[config.mk]
export PLATFORM = sky130hd
export DESIGN_NAME = complex_accum
export DESIGN_NICKNAME = d
export VERILOG_FILES = /design/src/rtl/complex_accum.sv
export SDC_FILE = /design/constraint.sdc
export NUM_CORES = 1
export LEC_CHECK = 0
export CORE_MARGIN = 10
export CORE_UTILIZATION = 60
export CTS_BUF_LIST = sky130_fd_sc_hd__clkbuf_2 sky130_fd_sc_hd__clkbuf_4 sky130_fd_sc_hd__clkbuf_8
export CTS_CLUSTER_SIZE = 25
export DETAILED_ROUTE_END_ITERATION = 16
export GPL_TIMING_DRIVEN = 0
export PLACE_DENSITY = 0.79
export SLEW_MARGIN = 25
export SYNTH_ARGS = -nofsm -noshare
export SYNTH_HDL_FRONTEND = slang
export SYNTH_SLANG_ARGS = --single-unit
[constraint.sdc]
create_clock -name clk -period 6.4 [get_ports clk]
set_clock_uncertainty 0.05 [all_clocks]
set_input_delay 0.64 -clock clk [delete_from_list [all_inputs] [get_ports clk]]
set_output_delay 0.64 -clock clk [all_outputs]
set_load 0.02 [all_outputs]
[src/rtl/complex_accum.sv]
// Complex block accumulator: sums blk_len complex products, rounds half-up, shifts, saturates,
// and offers the result on a valid/ready port backed by a single holding register.
module complex_accum #(
  parameter int unsigned IN_WIDTH  = 32,
  parameter int unsigned ACC_WIDTH = 48,
  parameter int unsigned LEN_WIDTH = 16,
  parameter int unsigned OUT_WIDTH = 16,
  parameter int unsigned SHIFT     = 15
) (
  input  logic                 clk,
  input  logic                 rst_n,
  input  logic [IN_WIDTH-1:0]  in_real,
  input  logic [IN_WIDTH-1:0]  in_imag,
  input  logic                 in_valid,
  input  logic [LEN_WIDTH-1:0] blk_len,
  input  logic                 clr,
  output logic [OUT_WIDTH-1:0] out_real,
  output logic [OUT_WIDTH-1:0] out_imag,
  output logic                 out_valid,
  input  logic                 out_ready,
  output logic                 sat,
  output logic                 overrun,
  output logic                 busy
);

  typedef enum logic [0:0] {StIdle, StAccum} state_e;

  localparam logic [ACC_WIDTH:0] Half = (ACC_WIDTH+1)'(2 ** (SHIFT - 1));
  localparam logic signed [ACC_WIDTH:0] OutMax = (ACC_WIDTH+1)'((2 ** (OUT_WIDTH - 1)) - 1);
  localparam logic signed [ACC_WIDTH:0] OutMin = -OutMax - 1;

  state_e                        state_q, state_d;
  logic signed [ACC_WIDTH-1:0]   acc_re_q, acc_re_d, acc_im_q, acc_im_d;
  logic signed [ACC_WIDTH-1:0]   sum_re_q, sum_re_d, sum_im_q, sum_im_d;
  logic                          sum_vld_q, sum_vld_d;
  logic [LEN_WIDTH-1:0]          cnt_q, cnt_d, len_q, len_d;
  logic [OUT_WIDTH-1:0]          out_re_q, out_re_d, out_im_q, out_im_d;
  logic                          out_vld_q, out_vld_d, sat_q, sat_d, ovr_q, ovr_d;

  logic signed [ACC_WIDTH-1:0]   in_re_ext, in_im_ext, add_re, add_im;
  logic [LEN_WIDTH-1:0]          len_eff, cnt_inc;
  logic [OUT_WIDTH:0]            rs_re, rs_im;

  // Returns {clipped, value}: (s + 2^(SHIFT-1)) >>> SHIFT saturated to OUT_WIDTH.
  function automatic logic [OUT_WIDTH:0] round_sat(input logic signed [ACC_WIDTH-1:0] s);
    logic signed [ACC_WIDTH:0] t;
    t = $signed({s[ACC_WIDTH-1], s}) + $signed(Half);
    t = t >>> SHIFT;
    if (t > OutMax) begin
      round_sat = {1'b1, OutMax[OUT_WIDTH-1:0]};
    end else if (t < OutMin) begin
      round_sat = {1'b1, OutMin[OUT_WIDTH-1:0]};
    end else begin
      round_sat = {1'b0, t[OUT_WIDTH-1:0]};
    end
  endfunction

  assign in_re_ext = ACC_WIDTH'($signed(in_real));
  assign in_im_ext = ACC_WIDTH'($signed(in_imag));
  assign add_re    = acc_re_q + in_re_ext;
  assign add_im    = acc_im_q + in_im_ext;
  assign len_eff   = (blk_len == '0) ? LEN_WIDTH'(1) : blk_len;
  assign cnt_inc   = cnt_q + LEN_WIDTH'(1);
  assign rs_re     = round_sat(sum_re_q);
  assign rs_im     = round_sat(sum_im_q);

  always_comb begin
    state_d   = state_q;
    acc_re_d  = acc_re_q;
    acc_im_d  = acc_im_q;
    cnt_d     = cnt_q;
    len_d     = len_q;
    sum_re_d  = sum_re_q;
    sum_im_d  = sum_im_q;
    sum_vld_d = 1'b0;
    if (in_valid) begin
      unique case (state_q)
        StIdle: begin
          acc_re_d = in_re_ext;
          acc_im_d = in_im_ext;
          len_d    = len_eff;
          if (len_eff == LEN_WIDTH'(1)) begin
            sum_re_d  = in_re_ext;
            sum_im_d  = in_im_ext;
            sum_vld_d = 1'b1;
            cnt_d     = '0;
          end else begin
            cnt_d   = LEN_WIDTH'(1);
            state_d = StAccum;
          end
        end
        StAccum: begin
          acc_re_d = add_re;
          acc_im_d = add_im;
          cnt_d    = cnt_inc;
          if (cnt_inc == len_q) begin
            sum_re_d  = add_re;
            sum_im_d  = add_im;
            sum_vld_d = 1'b1;
            cnt_d     = '0;
            state_d   = StIdle;
          end
        end
        default: state_d = StIdle;
      endcase
    end
  end

  // A fresh result always loads; a pending unaccepted result is then lost and flagged.
  always_comb begin
    out_re_d  = out_re_q;
    out_im_d  = out_im_q;
    out_vld_d = out_vld_q;
    sat_d     = sat_q;
    ovr_d     = ovr_q;
    if (sum_vld_q) begin
      out_re_d  = rs_re[OUT_WIDTH-1:0];
      out_im_d  = rs_im[OUT_WIDTH-1:0];
      out_vld_d = 1'b1;
      sat_d     = sat_q | rs_re[OUT_WIDTH] | rs_im[OUT_WIDTH];
      ovr_d     = ovr_q | (out_vld_q & ~out_ready);
    end else if (out_vld_q && out_ready) begin
      out_vld_d = 1'b0;
    end
  end

  always_ff @(posedge clk) begin
    if (!rst_n || clr) begin
      state_q   <= StIdle;
      acc_re_q  <= '0;
      acc_im_q  <= '0;
      cnt_q     <= '0;
      len_q     <= '0;
      sum_re_q  <= '0;
      sum_im_q  <= '0;
      sum_vld_q <= 1'b0;
      out_re_q  <= '0;
      out_im_q  <= '0;
      out_vld_q <= 1'b0;
      sat_q     <= 1'b0;
      ovr_q     <= 1'b0;
    end else begin
      state_q   <= state_d;
      acc_re_q  <= acc_re_d;
      acc_im_q  <= acc_im_d;
      cnt_q     <= cnt_d;
      len_q     <= len_d;
      sum_re_q  <= sum_re_d;
      sum_im_q  <= sum_im_d;
      sum_vld_q <= sum_vld_d;
      out_re_q  <= out_re_d;
      out_im_q  <= out_im_d;
      out_vld_q <= out_vld_d;
      sat_q     <= sat_d;
      ovr_q     <= ovr_d;
    end
  end

  assign out_real  = out_re_q;
  assign out_imag  = out_im_q;
  assign out_valid = out_vld_q;
  assign sat       = sat_q;
  assign overrun   = ovr_q;
  assign busy      = (state_q == StAccum);

endmodule

; Word level (Yosys, flattened, before mapping)
; Index checks and enable logic that the tools add are counted.
[word_totals]
n_memories = 0
elab_cells = 65
in_bits = 85
register_bits = 261
mem_bits_rw = 0
latchBits = 0
mem_bits_ro = 0
out_inout_bits = 36
[op_classes]
shift = 0
n_eq_ne = 4
n_bitwise = 7
n_mul = 0
add_sub_neg = 5
n_div = 0
muxes = 24
magnitude_cmp = 4
reduce_logical = 8
[op_table]
columns = operator, n
row1 = case mux 48 bit (2 select lines), 4
row2 = 2-to-1 mux 48 bit, 4
row3 = adder 48 x 16 -> 49 bit (second input constant), 2
row4 = adder 48 x 32 -> 48 bit, 2
row5 = greater-than comparator 34 x 16 -> 1 bit (second input constant), 2
row6 = less-than comparator 34 x 16 -> 1 bit (second input constant), 2
row7 = 2-to-1 mux 17 bit, 4
row8 = 2-to-1 mux 16 bit, 2
row9 = case mux 16 bit (2 select lines), 1
row10 = adder 16 x 1 -> 16 bit (second input constant), 1
row11 = equality test 16 x 1 -> 1 bit (second input constant), 1
row12 = equality test 16 bit, 1
row13 = zero test 16 bit, 1
row14 = 2-to-1 mux 1 bit, 7
row15 = case mux 1 bit (2 select lines), 2
row16 = inverter 1 bit, 3
row17 = OR 1 bit, 3
row18 = AND reduction 3 bit, 1
row19 = inequality test 2 x 1 -> 1 bit (second input constant), 1
row20 = inequality test 2 bit (second input constant), 1
row21 = AND reduction 2 bit, 1
row22 = nonzero test 2 bit, 1
row23 = OR reduction 2 bit, 1
row24 = AND 1 bit, 1
row25 = 3 further kinds, 3

; Depth between registers and ports, before layout
; Gate-level depths: netlist of run 1.
[logic_depth]
word_depth = 6
ltp_mapped = 14
ltp_nobuf = 14

; Worst setup path before layout of run 1
; No wires, ideal clock.
[synth_timing]
path_kind = input to register
from = input in_imag[0]
to = register sum_im_q[42]
stages = 14
setup_ps = 134
required_ps = 6216
t_arrival_ps = 3217
n_path_buf = 0
setup_slack_ps = 2999
cell_sequence = ha_1 -> inv_1 -> fa_1 -> nand2b_1 -> a21oi_1 -> o21ai_0 -> a21oi_1 -> a31oi_1 -> o31a_1 -> o21bai_1 -> a21oi_1 -> xnor2_1 -> a211oi_1 -> a211oi_1
[synth_between]
elab_chain_len = 3
[synth_rtl]
columns = item, line
row1 = from (decl), 13  ; input logic [IN_WIDTH-1:0] in_imag,
row2 = adder 48 x 32 -> 48 bit, 61  ; assign add_im = acc_im_q + in_im_ext;
row3 = 2-to-1 mux 48 bit, 96  ; if (cnt_inc == len_q) begin
row4 = case mux 48 bit (2 select lines), 77  ; unique case (state_q)
row5 = to (signal assigned), 149  ; sum_im_q <= sum_im_d;
row6 = to (decl), 34  ; logic signed [ACC_WIDTH-1:0] sum_re_q, sum_re_d, sum_im_q, sum_im_d;
; No other way between the ends. The select of a mux whose other input is x is not followed.
; A chain may end at the register's enable or synchronous reset.

; Worst setup path after layout of run 1
; Same ends and word-level chain as after synthesis.

==> summary.md, run 1 <==
| Metric | Value |
|---|---|
| Outcome | complete, no violations |
| Clk_lat worst skew | 590 ps |
| Post-synth EDFFs | 0 |
| Share of layout cells above drive strength 1 | 5.95% |
| Min cycle time layout | 4470 ps |
| # nets final | 2439 |
| Hold EP | sat |
| Worst hold start | sat |
| CP required | 6850 ps |
| Slowest stage cell, crit path | clkdlybuf4s50_1 |
| Sw frac | 31.7% |
| Pwr dens | 202 mW/mm^2 |
| Crit path from | in_imag[0] |
| Dpl ws | 1550 ps |
| Post-Syn Area | 0.0162 mm^2 |
| Worst Path Arrival | 4920 ps |
| RR Startpoint | acc_im_q[0] |
| CTS resizes | 0 |
| H-tree levels | 2 |
| Max cap viols | 0 |
| Most common cell on crit path | a21oi_1 |
| Root Buffer | clkbuf_8 |
| Max VDD drop | 0.163 mV |
| Critical path type | primary input to register |
| Average size of a mapped cell | 7.78 um^2 |
| Die height | 185 um |
| Min setup slack post-route | 1930 ps |
| # setup viols final | 0 |
| RSZ-0062 raised after global routing | no |
| Top FF cell, synth | dfxtp_1 |
| CP max FO | 5 |
| Hold path depth | 2 |
| Clock share of power | 39.7% |
| Worst relative slew slack | 27.3% |
| Comb power frac | 20.2% |
| Fmax | 0.224 GHz |
| Worst hold path type | register to register |
| Multi-input logic area | 0.0109 mm^2 |
| Total Routed Length | 53400 um |
| Number of port buffers | 120 |
| Sequential share of the synthesized area | 28.7% |
| DRC | 0 |
| Pint | 2590 uW |
| # IOs | 121 |
| CTS Buffer Depth | 3 |
| Reg power frac | 40.1% |
| Area Growth Syn to Fin | 15.5% |
| Cts bufs inserted | 44 |
| Iteration-0 DRC Markers | 1464 |
| All-Layer GR Usage | 30.4% |
| Setup repair bufs after CTS | 0 |
| Fin. max-slew vios | 0 |
| Die ar. | 0.0341 mm^2 |
| Clk pin slew, worst setup/hold paths | 60 ps |
| Syn nets | 2273 |
| Tcrit/Tclk final | 69.9% |
| Ys async rst share | 0% |
| Reg area | 0.00466 mm^2 |
| Total power | 3790 uW |
| P_leak | 0.00746 uW |
| Core footprint | 0.0268 mm^2 |
| TritonCTS clock tree | built |
| Mapped Cells | 2089 |
| Hold slack | 402 ps |
| Ys Warns | 0 |
| Sink Count | 233 |
| Remaining global-route overflow | 0 |
| Antenna violations before repair | 1 |
| Wirelength per Cell | 20.3 um |
| Initial core utilization | 60.6% |
| Cells on worst reg2reg path | 14 |
| Number of global-route vias before repair | 15600 |
| Largest net degree at the start of global routing | 24 |
| Setup TNS | 0 ps |
| First-pass GRT wire length | 84100 um |
| Std cell rows | 60 |
| Capturing point of the worst reg2reg path | sum_im_q[42] |
| Crit-path cells | clkdlybuf4s50_1 -> ha_1 -> inv_1 -> fa_1 -> nand2b_1 -> a21oi_1 -> o21ai_0 -> a21oi_1 -> a31oi_1 -> o31a_1 -> o21bai_1 -> a21oi_1 -> xnor2_1 -> a211oi_1 -> a211oi_1 |
| Hold buffer count at CTS | 0 |
| Antenna viol nets, final | 0 |
| Post-DP HPWL | 40800 um |
| Vias per inst | 6.32 |
| Hold Violations, Final | 0 |
| Routed vias | 16600 |
| Actual slew at the worst max-slew pin | 1090 ps |
| Post-synth cell types | 87 |
| Total iterations of the first detailed-routing run | 6 |
| Gpl congestion | 0.968 |
| Reg2Reg Setup Slack | 2140 ps |
| CP endpoint kind | register |
| #FFs+latches synth | 233 |
| Chip Width | 185 um |
| Worst setup SP type | primary input |
| Sw Pwr | 1200 uW |
| FILL cells | 2297 |
| Max stage delay on crit path | 480 ps |
-- area by class of cell --
cell class,count,area share [%]
multi-input cells,1688,58.1
plain buffers,125,2.79
well taps,341,2.27
clock buffers,63,4.25
repair buffers,120,6.40
flip-flops and latches,233,24.9
inverters,43,0.860
diodes,1,0.0133
clock inverters,14,0.467
-- power groups by stage --
| stage | Sequential [uW] | Clock, uW | Combinational (uW) |
|---|---|---|---|
| finish | 1520 | 1500 | 767 |
| global route | 1520 | 1590 | 834 |
| CTS | 1520 | 1510 | 748 |
| detailed placement | 1550 | 0 | 743 |
| global placement | 1550 | 0 | 729 |
| floorplan | 1540 | 0 | 502 |
-- layout by cell type (no fill, tap or decap), drive strengths merged, types with 14 or more instances in the layout --
| cell type | count |
|---|---|
| dfxtp | 233 |
| a211oi | 96 |
| a21oi | 236 |
| o21bai | 20 |
| mux2i | 65 |
| nor2 | 230 |
| buf | 33 |
| o211a | 14 |
| clkbuf | 155 |
| clkdlybuf4s50 | 120 |
| nand4 | 33 |
| nor3 | 29 |
| xor2 | 67 |
| nand2b | 26 |
| ha | 97 |
| o211ai | 14 |
| and3 | 26 |
| xnor2 | 81 |
| nand2 | 164 |
| nand3 | 60 |
| and2 | 16 |
| o21ai | 168 |
| nor4 | 16 |
| a21o | 46 |
| inv | 44 |
| a31oi | 25 |
| nor2b | 16 |
-- logic make-up (layout without fill, tap and decap cells) --
kind of cell,after synthesis,count (layout),share of synthesized area [%]
flip-flops,233,233,28.7
multiplexers,67,67,4.14
AO/OA/AOI/OAI,705,705,27.1
XOR/XNOR,148,148,8.02
adder cells (fa/ha/maj),99,99,7.72
AND/OR/NAND/NOR,669,669,20.1
buffers and inverters,168,365,4.21
other,0,1,0
-- state kept, by name (all words and copies together), names as in the netlist, 16 cells and up --
name / flops
acc_im_q: 48
acc_re_q: 48
cnt_q: 16
out_real: 16
out_imag: 16
sum_re_q: 34
sum_im_q: 34
len_q: 16
-- layer usage --
metal  part of all wire [%]  wire length (um)  vias up  global-route usage [%]
met1                     45             23900     7809                    41.3
met4                    3.1              1680        2                    11.1
met2                     43             22900      700                    46.2
li1                       -                 -     7954                       -
met5                  0.024                13        -                       0
met3                    9.2              4880      143                    6.73
-- worst max-delay path by stage --
stage	endpoint	slack, ps	cells after the start
4_1_cts	sum_im_q[42]	2140	15
3_5_place_dp	sum_im_q[42]	1550	15
5_1_grt	sum_im_q[42]	1640	15
3_3_place_gp	sum_im_q[42]	1580	15
2_1_floorplan	sum_im_q[42]	3000	14
6_report	sum_im_q[42]	1930	15
-- metrics by stage --
stage | cells | utilization, % | cell area (um^2)
2_1_floorplan | 2089 | - | 16200
3_3_place_gp | 2550 | 66.7 | 17900
6_report | 2628 | 70.0 | 18800
3_5_place_dp | 2550 | 66.7 | 17900
4_1_cts | 2627 | 70.0 | 18800
5_1_grt | 2627 | 70.0 | 18800
-- cell usage after synthesis (24+ instances only) --
master    number  area (um^2)
a21oi_1      236         1180
a31oi_1       25          156
nor2_1       229          860
nand2_1      163          612
nor3_1        27          135
nand4_1       30          188
mux2i_1       65          651
ha_1          97         1210
nand3_1       56          280
nand2b_1      26          163
a21o_1        46          345
clkbuf_1      91          342
xnor2_1       80          701
dfxtp_1      233         4660
a211oi_1      96          721
xor2_1        67          587
o21ai_0      157          786
and3_1        24          150
inv_1         43          161
-- worst max-delay path, delay by kind of cell --
family                   cells  cell delay [ps]
AO/OA/AOI/OAI                9             2500
adder cells (fa/ha/maj)      2              590
buffers and inverters        2              540
XOR/XNOR                     1              470
AND/OR/NAND/NOR              1              180
Note: power is estimated with default switching activity, not from simulation.
==> run 2, diff against run 1 <==
==> constraint.sdc (replaced) <==
create_clock -name clk -period 4.6 [get_ports clk]
set_clock_uncertainty 0.05 [all_clocks]
set_input_delay 0.46 -clock clk [delete_from_list [all_inputs] [get_ports clk]]
set_output_delay 0.46 -clock clk [all_outputs]
set_load 0.02 [all_outputs]
==> results of run 2 <==
Same layout as run 1 (identical final DEF). Status: complete, no violations.
Main changes from that run: setup slack after placement 1550 ps -> -72.8 ps; setup slack after layout 1930 ps -> 306 ps; hold slack 402 ps -> 400 ps; register-to-register setup slack 2140 ps -> 340 ps; end point of the worst hold path sat -> len_q[9]; total power 3790 uW -> 5270 uW; worst IR drop on VDD 0.163 mV -> 0.227 mV
